File: src/rtl/mem_bus_arbiter_pkg.sv
// Shared types for the fetch/data bus arbiter: channel ids, FSM states and
// request mode encodings.
package mem_bus_arbiter_pkg;

  typedef enum logic {
    CH_FETCH = 1'b0,
    CH_MEM   = 1'b1
  } ch_id_e;

  typedef enum logic {
    IDLE = 1'b0,
    WAIT = 1'b1
  } state_e;

  localparam logic MODE_READ  = 1'b0;
  localparam logic MODE_WRITE = 1'b1;

  // The channel that did not win last time takes a tie.
  function automatic ch_id_e other_ch(input ch_id_e ch);
    return (ch == CH_FETCH) ? CH_MEM : CH_FETCH;
  endfunction

endpackage

File: src/rtl/mem_bus_arbiter_slot.sv
// Single-entry request buffer for one channel: holds a request from capture
// until its response is returned, and flags requests that arrive meanwhile.
module req_slot
  import mem_bus_arbiter_pkg::*;
#(
  parameter  int unsigned ADDR_W = 32,
  parameter  int unsigned DATA_W = 32,
  localparam int unsigned STRB_W = DATA_W / 8
) (
  input  logic              clk,
  input  logic              rst,
  input  logic              req_en,
  input  logic              req_mode,
  input  logic [ADDR_W-1:0] req_addr,
  input  logic [DATA_W-1:0] req_wdata,
  input  logic [STRB_W-1:0] req_wstrb,
  input  logic              clr,
  output logic              valid,
  output logic              mode,
  output logic [ADDR_W-1:0] addr,
  output logic [DATA_W-1:0] wdata,
  output logic [STRB_W-1:0] wstrb,
  output logic              viol_c
);

  logic accept_c;

  // A request coinciding with the clear of the previous one is accepted.
  assign accept_c = req_en && (!valid || clr);
  assign viol_c   = req_en && valid && !clr;

  always_ff @(posedge clk) begin
    if (rst) begin
      valid <= 1'b0;
      mode  <= MODE_READ;
      addr  <= '0;
      wdata <= '0;
      wstrb <= '0;
    end else if (accept_c) begin
      valid <= 1'b1;
      mode  <= req_mode;
      addr  <= req_addr;
      wdata <= req_wdata;
      wstrb <= req_wstrb;
    end else if (clr) begin
      valid <= 1'b0;
    end
  end

endmodule

File: src/rtl/mem_bus_arbiter.sv
// Merges the fetch and data request channels onto one downstream port with
// round-robin arbitration, one outstanding transaction, and response routing.
module mem_bus_arbiter
  import mem_bus_arbiter_pkg::*;
#(
  parameter  int unsigned ADDR_W = 32,
  parameter  int unsigned DATA_W = 32,
  localparam int unsigned STRB_W = DATA_W / 8
) (
  input  logic              clk,
  input  logic              rst,
  input  logic              f_req_en,
  input  logic              f_req_mode,
  input  logic [ADDR_W-1:0] f_req_addr,
  input  logic [DATA_W-1:0] f_req_wdata,
  input  logic [STRB_W-1:0] f_req_wstrb,
  output logic              f_resp_en,
  output logic [DATA_W-1:0] f_resp_data,
  input  logic              m_req_en,
  input  logic              m_req_mode,
  input  logic [ADDR_W-1:0] m_req_addr,
  input  logic [DATA_W-1:0] m_req_wdata,
  input  logic [STRB_W-1:0] m_req_wstrb,
  output logic              m_resp_en,
  output logic [DATA_W-1:0] m_resp_data,
  output logic              bus_req_en,
  output logic              bus_req_mode,
  output logic [ADDR_W-1:0] bus_req_addr,
  output logic [DATA_W-1:0] bus_req_wdata,
  output logic [STRB_W-1:0] bus_req_wstrb,
  input  logic              bus_resp_en,
  input  logic [DATA_W-1:0] bus_resp_data,
  output logic              proto_err
);

  state_e state, state_d;
  ch_id_e owner, owner_d, last_grant, last_grant_d, grant_ch_c;
  logic   grant_c, f_clr_c, m_clr_c;

  logic              f_valid, f_mode, f_viol_c;
  logic [ADDR_W-1:0] f_addr;
  logic [DATA_W-1:0] f_wdata;
  logic [STRB_W-1:0] f_wstrb;
  logic              m_valid, m_mode, m_viol_c;
  logic [ADDR_W-1:0] m_addr;
  logic [DATA_W-1:0] m_wdata;
  logic [STRB_W-1:0] m_wstrb;

  logic              sel_mode_c;
  logic [ADDR_W-1:0] sel_addr_c;
  logic [DATA_W-1:0] sel_wdata_c;
  logic [STRB_W-1:0] sel_wstrb_c;

  req_slot #(.ADDR_W(ADDR_W), .DATA_W(DATA_W)) u_f_slot (
    .clk(clk), .rst(rst),
    .req_en(f_req_en), .req_mode(f_req_mode), .req_addr(f_req_addr),
    .req_wdata(f_req_wdata), .req_wstrb(f_req_wstrb), .clr(f_clr_c),
    .valid(f_valid), .mode(f_mode), .addr(f_addr), .wdata(f_wdata),
    .wstrb(f_wstrb), .viol_c(f_viol_c)
  );

  req_slot #(.ADDR_W(ADDR_W), .DATA_W(DATA_W)) u_m_slot (
    .clk(clk), .rst(rst),
    .req_en(m_req_en), .req_mode(m_req_mode), .req_addr(m_req_addr),
    .req_wdata(m_req_wdata), .req_wstrb(m_req_wstrb), .clr(m_clr_c),
    .valid(m_valid), .mode(m_mode), .addr(m_addr), .wdata(m_wdata),
    .wstrb(m_wstrb), .viol_c(m_viol_c)
  );

  // Arbitration and response routing; grants only from registered slot state.
  always_comb begin
    state_d      = state;
    owner_d      = owner;
    last_grant_d = last_grant;
    grant_c      = 1'b0;
    grant_ch_c   = CH_FETCH;
    f_clr_c      = 1'b0;
    m_clr_c      = 1'b0;
    case (state)
      IDLE: begin
        if (f_valid && m_valid) begin
          grant_c    = 1'b1;
          grant_ch_c = other_ch(last_grant);
        end else if (f_valid) begin
          grant_c    = 1'b1;
          grant_ch_c = CH_FETCH;
        end else if (m_valid) begin
          grant_c    = 1'b1;
          grant_ch_c = CH_MEM;
        end
        if (grant_c) begin
          owner_d      = grant_ch_c;
          last_grant_d = grant_ch_c;
          state_d      = WAIT;
        end
      end
      WAIT: begin
        if (bus_resp_en) begin
          state_d = IDLE;
          if (owner == CH_FETCH) f_clr_c = 1'b1;
          else                   m_clr_c = 1'b1;
        end
      end
      default: state_d = IDLE;
    endcase
    sel_mode_c  = (grant_ch_c == CH_MEM) ? m_mode  : f_mode;
    sel_addr_c  = (grant_ch_c == CH_MEM) ? m_addr  : f_addr;
    sel_wdata_c = (grant_ch_c == CH_MEM) ? m_wdata : f_wdata;
    sel_wstrb_c = (grant_ch_c == CH_MEM) ? m_wstrb : f_wstrb;
  end

  always_ff @(posedge clk) begin
    if (rst) begin
      state         <= IDLE;
      owner         <= CH_FETCH;
      last_grant    <= CH_FETCH;
      bus_req_en    <= 1'b0;
      bus_req_mode  <= MODE_READ;
      bus_req_addr  <= '0;
      bus_req_wdata <= '0;
      bus_req_wstrb <= '0;
      f_resp_en     <= 1'b0;
      f_resp_data   <= '0;
      m_resp_en     <= 1'b0;
      m_resp_data   <= '0;
      proto_err     <= 1'b0;
    end else begin
      state      <= state_d;
      owner      <= owner_d;
      last_grant <= last_grant_d;
      bus_req_en <= grant_c;
      if (grant_c) begin
        bus_req_mode  <= sel_mode_c;
        bus_req_addr  <= sel_addr_c;
        bus_req_wdata <= sel_wdata_c;
        bus_req_wstrb <= sel_wstrb_c;
      end
      f_resp_en <= f_clr_c;
      m_resp_en <= m_clr_c;
      if (f_clr_c) f_resp_data <= bus_resp_data;
      if (m_clr_c) m_resp_data <= bus_resp_data;
      proto_err <= proto_err | f_viol_c | m_viol_c;
    end
  end

endmodule

File: config.mk
export PLATFORM = sky130hd
export DESIGN_NAME = mem_bus_arbiter
export DESIGN_NICKNAME = d
export VERILOG_FILES = /design/src/rtl/mem_bus_arbiter_pkg.sv /design/src/rtl/mem_bus_arbiter_slot.sv /design/src/rtl/mem_bus_arbiter.sv
export SDC_FILE = /design/constraint.sdc
export NUM_CORES = 1
export LEC_CHECK = 0
export CORE_MARGIN = 2
export CORE_UTILIZATION = 53
export DETAILED_ROUTE_END_ITERATION = 8
export GPL_TIMING_DRIVEN = 0
export PLACE_DENSITY = 0.95
export SLEW_MARGIN = 20
export SYNTH_ARGS = -nofsm -noshare
export SYNTH_HDL_FRONTEND = slang
export SYNTH_SLANG_ARGS = --single-unit
File: constraint.sdc
create_clock -name clk -period 2.2 [get_ports clk]
set_input_delay 0.33 -clock clk [delete_from_list [all_inputs] [get_ports clk]]
set_output_delay 0.33 -clock clk [all_outputs]
set_load 0.01 [all_outputs]
==> impl_metrics.ini, run 1 <==
[synthesis]
synth_warnings = 0
post_synth_inst_count = 1326
yosysSeqAreaShare = 0.4571
synth-edff-count = 0
synthArstFlopShare = 0
ys.flop_type = sky130_fd_sc_hd__dfxtp_1
synth_area_um2 = 12220
synth_fp_nets = 1501
number_of_distinct_library_cells_after_synthesis = 30
postSynthAreaPerCell_um2 = 9.215
synth-seq-cells = 279

[placement]
hpwl_mm = 28.73
place_congestion = 0.8939
placed_area_um2 = 15680
place.port_buffers = 310

[worst_setup_path]
timing.reg2reg.setup_slack_ns = 0.02
worst-endpoint-arrival_ns = 2.58
worst_setup_path_start_kind = flip-flop
critical_path_data_required_time_ns = 2.60
crit_fanout = 10
worstSetupPathType = flip-flop to flip-flop
worst_setup_path_end_kind = flip-flop
regToRegStartpoint = last_grant$_SDFFE_PP0P_
reg2reg_depth = 4
timing.critical_path.from = last_grant$_SDFFE_PP0P_

[sta]
final_min_period_over_clock_period = 0.9931
unrepaired_setup_endpoints_after_global_routing = no
fmax_mhz = 457.7
final-setup-viol-count = 0
worst_clock_skew_ns = 0.01975
setup_tns_final_ns = 0
holdWs_ns = 0.3572
final-hold-violation-count = 0
timing_worst_slew_pin_value_ns = 0.8990
max-slew-margin-rel = 0.4007
final_period_demand_of_the_worst_path_ns = 2.185
drv_slew = 0

[global_routing]
grt_util_all_layers = 0.3158
antenna_found_initial = 1
grt_pass1_vias = 11424
first_pass_grt_wire_length_mm = 60.95
maximum_number_of_pins_on_one_net_before_global_route_repair = 15
grt_overflow = 0

[finish]
final_stage_net_count = 1841
synthToLayoutAreaGrowth_pct = 37.16
antenna_cells_inserted = 0
post_route_utilization = 0.7403
fin_area_um2 = 16760
share_of_layout_cells_above_drive_strength_1 = 0.06161

[clocking]
cts_buf_count = 28
cts.path.max_buffers = 3
tritoncts_clock_tree = done
post_cts_hold_buffer_count = 0
clk_pin_slew_ns = 0.06
post_cts.resized_instances = 0
postCtsSetupBuffers = 0
worst_skew_pair_later_pin_latency_ns = 0.55
htree_depth = 1
clock-sinks = 279
clock_root_cell = sky130_fd_sc_hd__clkbuf_16

[status]
outcome = completed

[die]
coreArea_um2 = 22640
die_height_um = 155.8
design.portCount = 312
die_w_um = 155.8
starting_density = 0.5397
floorplan.rows = 55
die-area_um2 = 24290

[min_path]
timing.hold.worst.class = input pin to flip-flop
timing.hold.worst.start = f_req_wdata[21]
hold_depth = 3

[pwr]
vdd.ir_drop.worst_mv = 0.6038
total_power_uw = 13380
cellPowerDensity_nw_per_um2 = 798.3
cellLeakagePower_uw = 0.006077

[drt]
detailroute.via_count = 11593
detail_route.vias_per_cell = 5.876
drc_violation_count_after_routing = 0
routed_wire_length_per_instance_um = 20.25
drt_iter0_drc = 832
drt_first_pass_iters = 5
antenna_left = 0
drt-total-wl_mm = 39.95

[flow_run]
max_cap_viol_count = 0
## flip-flops by register name, summed over array words and instances, names as in the netlist
name / count
proto_err: 1
u_f_slot.addr: 32
last_grant: 1
u_f_slot.mode: 1
bus_req_wstrb: 4
bus_req_en: 1
u_m_slot.addr: 32
bus_req_mode: 1
f_resp_data: 32
u_m_slot.wdata: 32
m_resp_data: 32
bus_req_wdata: 32
bus_req_addr: 32
u_f_slot.wstrb: 4
u_m_slot.valid: 1
u_f_slot.valid: 1
u_m_slot.mode: 1
m_resp_en: 1
state: 1
u_f_slot.wdata: 32
u_m_slot.wstrb: 4
f_resp_en: 1
## path summary, 6_finish.rpt
path / endpoint
worst max-delay path: bus_req_wdata[8]$_SDFFE_PP0P_
worst min-delay path: u_f_slot.wdata[21]$_SDFFE_PP0P_
worst max register to register: bus_req_wdata[8]$_SDFFE_PP0P_
worst min register to register: f_resp_data[13]$_SDFFE_PP0P_
## metal layers
layer  vias up  track usage  share of wire
li1       5312            -              -
met1      5523       0.3797           0.38
met2       640       0.5577           0.49
met3       118      0.05861          0.087
met4         0       0.1263          0.040
met5         -            0              0
## synthesized netlist by cell type (2+ instances only)
library cell                instances  area share
sky130_fd_sc_hd__dfxtp_1          279        0.46
sky130_fd_sc_hd__mux2i_1          138        0.11
sky130_fd_sc_hd__a21oi_1           68       0.028
sky130_fd_sc_hd__nor4b_1           69       0.049
sky130_fd_sc_hd__buf_1              3     0.00092
sky130_fd_sc_hd__nor2_1            74       0.023
sky130_fd_sc_hd__nor4_1            68       0.035
sky130_fd_sc_hd__a21boi_1           2      0.0012
sky130_fd_sc_hd__nand2b_1         276        0.14
sky130_fd_sc_hd__a2111oi_0         69       0.049
sky130_fd_sc_hd__buf_6              4      0.0037
sky130_fd_sc_hd__clkbuf_1          88       0.027
sky130_fd_sc_hd__nand2_1          130       0.040
sky130_fd_sc_hd__buf_2             29       0.012
sky130_fd_sc_hd__buf_4             14      0.0086
## cells by family (layout without fill, tap and decap cells)
group,Yosys count,in the layout,share of synthesized area
buf+inv,139,501,0.05335
compound gates,143,143,0.08110
simple gates,627,627,0.2954
mux,138,138,0.1130
flops,279,279,0.4571
## metrics by stage
stage / cells / worst slack, ns
floorplan: 1326 / 0.7019
global placement: 1921 / -0.04651
detailed placement: 1921 / -0.1026
CTS: 1973 / 0.1088
global route: 1973 / 0.0005989
finish: 1973 / 0.01508
## cell type report
type	count	area (µm²)
buffer	139	651.9
timing repair buffer	310	3103
clock inverter	13	222.7
sequential	279	5585
tap	285	356.6
multi-input combinational	908	5997
fill	1553	5881
clock buffer	39	843.3
## cell usage in the layout (no fill, tap or decap), types with 2 or more instances in the layout
cell,instances
sky130_fd_sc_hd__nor4b_1,67
sky130_fd_sc_hd__clkinv_2,5
sky130_fd_sc_hd__bufinv_16,6
sky130_fd_sc_hd__buf_6,4
sky130_fd_sc_hd__a2111oi_1,2
sky130_fd_sc_hd__clkbuf_8,8
sky130_fd_sc_hd__clkbuf_16,29
sky130_fd_sc_hd__dfxtp_1,279
sky130_fd_sc_hd__a2111oi_0,67
sky130_fd_sc_hd__buf_4,14
sky130_fd_sc_hd__nor4_1,68
sky130_fd_sc_hd__mux2i_1,138
sky130_fd_sc_hd__nand2_1,130
sky130_fd_sc_hd__buf_1,3
sky130_fd_sc_hd__clkdlybuf4s50_1,310
sky130_fd_sc_hd__buf_2,29
sky130_fd_sc_hd__nor2_1,74
sky130_fd_sc_hd__a21boi_1,2
sky130_fd_sc_hd__clkbuf_1,90
sky130_fd_sc_hd__nor4b_2,2
sky130_fd_sc_hd__a21oi_1,68
sky130_fd_sc_hd__nand2b_1,276
## worst max-delay path, cell delays in order (launching register included)
cell                        delay (ns)
sky130_fd_sc_hd__dfxtp_1          0.46
sky130_fd_sc_hd__nand2_1          0.33
sky130_fd_sc_hd__clkbuf_1         0.33
sky130_fd_sc_hd__a2111oi_0        0.82
sky130_fd_sc_hd__nor4_1           0.11
## report_power, final
part / switching [µW] / internal (µW)
combinational: 1160 / 1150
clock: 2060 / 3380
sequential: 226 / 5410
total: 3440 / 9940
Note: power is estimated with default switching activity, not from simulation.
==> run 2, diff against run 1 <==
--- a/config.mk
+++ b/config.mk
@@ -5,6 +5,7 @@
 export SDC_FILE = /design/constraint.sdc
 export NUM_CORES = 1
 export LEC_CHECK = 0
+export CORE_ASPECT_RATIO = 1.2
 export CORE_MARGIN = 2
 export CORE_UTILIZATION = 53
 export DETAILED_ROUTE_END_ITERATION = 8
==> impl_metrics.ini, run 2 (same netlist as run 1, synthesis figures left out) <==
[worst_setup_path]
timing.rr.end = bus_req_wdata[7]$_SDFFE_PP0P_
critical-path-slowest-cell = sky130_fd_sc_hd__a2111oi_0
critical_path.cell_chain = nand2_1, clkbuf_1, a2111oi_0, nor4_1
path_delay_family = compound AO/OA/AOI/OAI gates
reg2reg_depth = 4
regToRegStartpoint = last_grant$_SDFFE_PP0P_
worst_setup_path_end_kind = flip-flop
worstSetupPathType = flip-flop to flip-flop
timing.reg2reg.setup_slack_ns = 0.09
slowest_delay_ns = 0.77
timing.critical_path.from = last_grant$_SDFFE_PP0P_
crit_fanout = 10
worst_setup_path_start_kind = flip-flop
worst-endpoint-arrival_ns = 2.50
critical_path_data_required_time_ns = 2.58
critPathBufInv = 1

[placement]
place_worst_setup_slack_ns = -0.1234
hpwl_mm = 28.85
place.port_buffers = 310
place_congestion = 0.9110

[min_path]
hold_depth = 3
timing.hold.worst_endpoint = u_m_slot.addr[22]$_SDFFE_PP0P_
timing.hold.worst.start = m_req_addr[22]
timing.hold.worst.class = input pin to flip-flop

[global_routing]
grt_overflow = 0
first_pass_grt_wire_length_mm = 59.95
grt_pass1_vias = 11312
antenna_found_initial = 1
grt_util_all_layers = 0.3126
maximum_number_of_pins_on_one_net_before_global_route_repair = 16

[pwr]
cellPowerDensity_nw_per_um2 = 789.4
total_power_uw = 13160
cellLeakagePower_uw = 0.006031
vdd.ir_drop.worst_mv = 0.5120

[drt]
antenna_left = 0
detailroute.via_count = 11562
drt_first_pass_iters = 5
drt-total-wl_mm = 39.93
routed_wire_length_per_instance_um = 20.33
drc_violation_count_after_routing = 0
drt_iter0_drc = 810
detail_route.vias_per_cell = 5.887

[flow_run]
max_cap_viol_count = 0

[clocking]
cts_buf_count = 27
post_cts.resized_instances = 0
htree_depth = 1
cts.path.max_buffers = 3
post_cts_hold_buffer_count = 0
postCtsSetupBuffers = 0
clock_root_cell = sky130_fd_sc_hd__clkbuf_16
clock-sinks = 279
tritoncts_clock_tree = done
clk_pin_slew_ns = 0.07
worst_skew_pair_later_pin_latency_ns = 0.53

[die]
die-area_um2 = 24290
floorplan.rows = 60
design.portCount = 312
starting_density = 0.5426
die_w_um = 142.6
die_height_um = 170.3
coreArea_um2 = 22520

[sta]
drv_slew = 0
timing_worst_slew_pin_value_ns = 1.004
fmax_mhz = 473.3
worst_clock_skew_ns = 0.009866
final_min_period_over_clock_period = 0.9604
unrepaired_setup_endpoints_after_global_routing = no
final-setup-viol-count = 0
max-slew-margin-rel = 0.3309
final_period_demand_of_the_worst_path_ns = 2.113
final-hold-violation-count = 0
final_critical_path_setup_slack_ns = 0.08710

[finish]
antenna_cells_inserted = 0
share_of_layout_cells_above_drive_strength_1 = 0.05757
final_cell_mix = 310 x sky130_fd_sc_hd__clkdlybuf4s50_1, 279 x sky130_fd_sc_hd__dfxtp_1, 276 x sky130_fd_sc_hd__nand2b_1
final_stage_net_count = 1840
synthToLayoutAreaGrowth_pct = 36.39
layout_commonest_cell = sky130_fd_sc_hd__clkdlybuf4s50_1

[status]
outcome = completed
run 2: changes by cell type in the layout (fill, tap and decap cells not counted), moves of 2 or more:
cell	previous run	this run
sky130_fd_sc_hd__clkbuf_16	29	27
sky130_fd_sc_hd__clkinv_2	5	3
sky130_fd_sc_hd__clkbuf_1	90	92
sky130_fd_sc_hd__clkbuf_2	0	2
sky130_fd_sc_hd__a2111oi_0	67	69
sky130_fd_sc_hd__clkbuf_8	8	3
sky130_fd_sc_hd__nor4b_2	2	0
sky130_fd_sc_hd__a2111oi_1	2	0
sky130_fd_sc_hd__nor4b_1	67	69
run 2: worst max path at each step:
stage                     cells after the start  slack, ns                             to
after floorplan                               7       0.70  bus_req_addr[21]$_SDFFE_PP0P_
after global placement                        4      -0.14  bus_req_addr[31]$_SDFFE_PP0P_
after detailed placement                      4      -0.12   bus_req_addr[7]$_SDFFE_PP0P_
after CTS                                     5       0.13  bus_req_addr[10]$_SDFFE_PP0P_
after global routing                          4     0.0003  bus_req_wdata[7]$_SDFFE_PP0P_
final                                         4       0.09  bus_req_wdata[7]$_SDFFE_PP0P_
run 2: layout make-up:
| cell class | instances | area (µm²) |
|---|---|---|
| timing repair buffer | 310 | 3103 |
| fill | 1547 | 5856 |
| clock inverter | 13 | 252.7 |
| tap | 279 | 349.1 |
| multi-input combinational | 908 | 5982 |
| clock buffer | 36 | 739.5 |
| buffer | 139 | 654.4 |
| sequential | 279 | 5585 |
run 2: tightest hold or removal path, delay by kind of cell:
| family | cells | cell delay [ns] |
|---|---|---|
| mux | 1 | 0.06 |
| simple gates | 1 | 0.06 |
| buf+inv | 1 | 0.39 |
run 2: layer usage:
metal  part of all wire  global-route usage
met4              0.051              0.1614
met3              0.074             0.05121
met1               0.38              0.3617
met2               0.50              0.5535
met5            0.00033                   0
run 2: per-stage QoR:
step                        util  cell area, µm²  hold slack, ns  cells  TNS (ns)
final                     0.7400           16670          0.3682   1964         0
after global routing      0.7400           16670          0.3752   1964         0
after detailed placement  0.6958           15670          0.4481   1915    -5.357
after CTS                 0.7399           16660          0.3569   1964         0
after floorplan                -           12220          0.4338   1326         0
after global placement    0.6958           15670          0.4408   1915    -5.912
run 2: power by group:
| group | internal [µW] | switching [µW] |
|---|---|---|
| Combinational | 1150 | 1150 |
| Clock | 3190 | 2030 |
| Sequential | 5410 | 221 |
| Total | 9750 | 3410 |
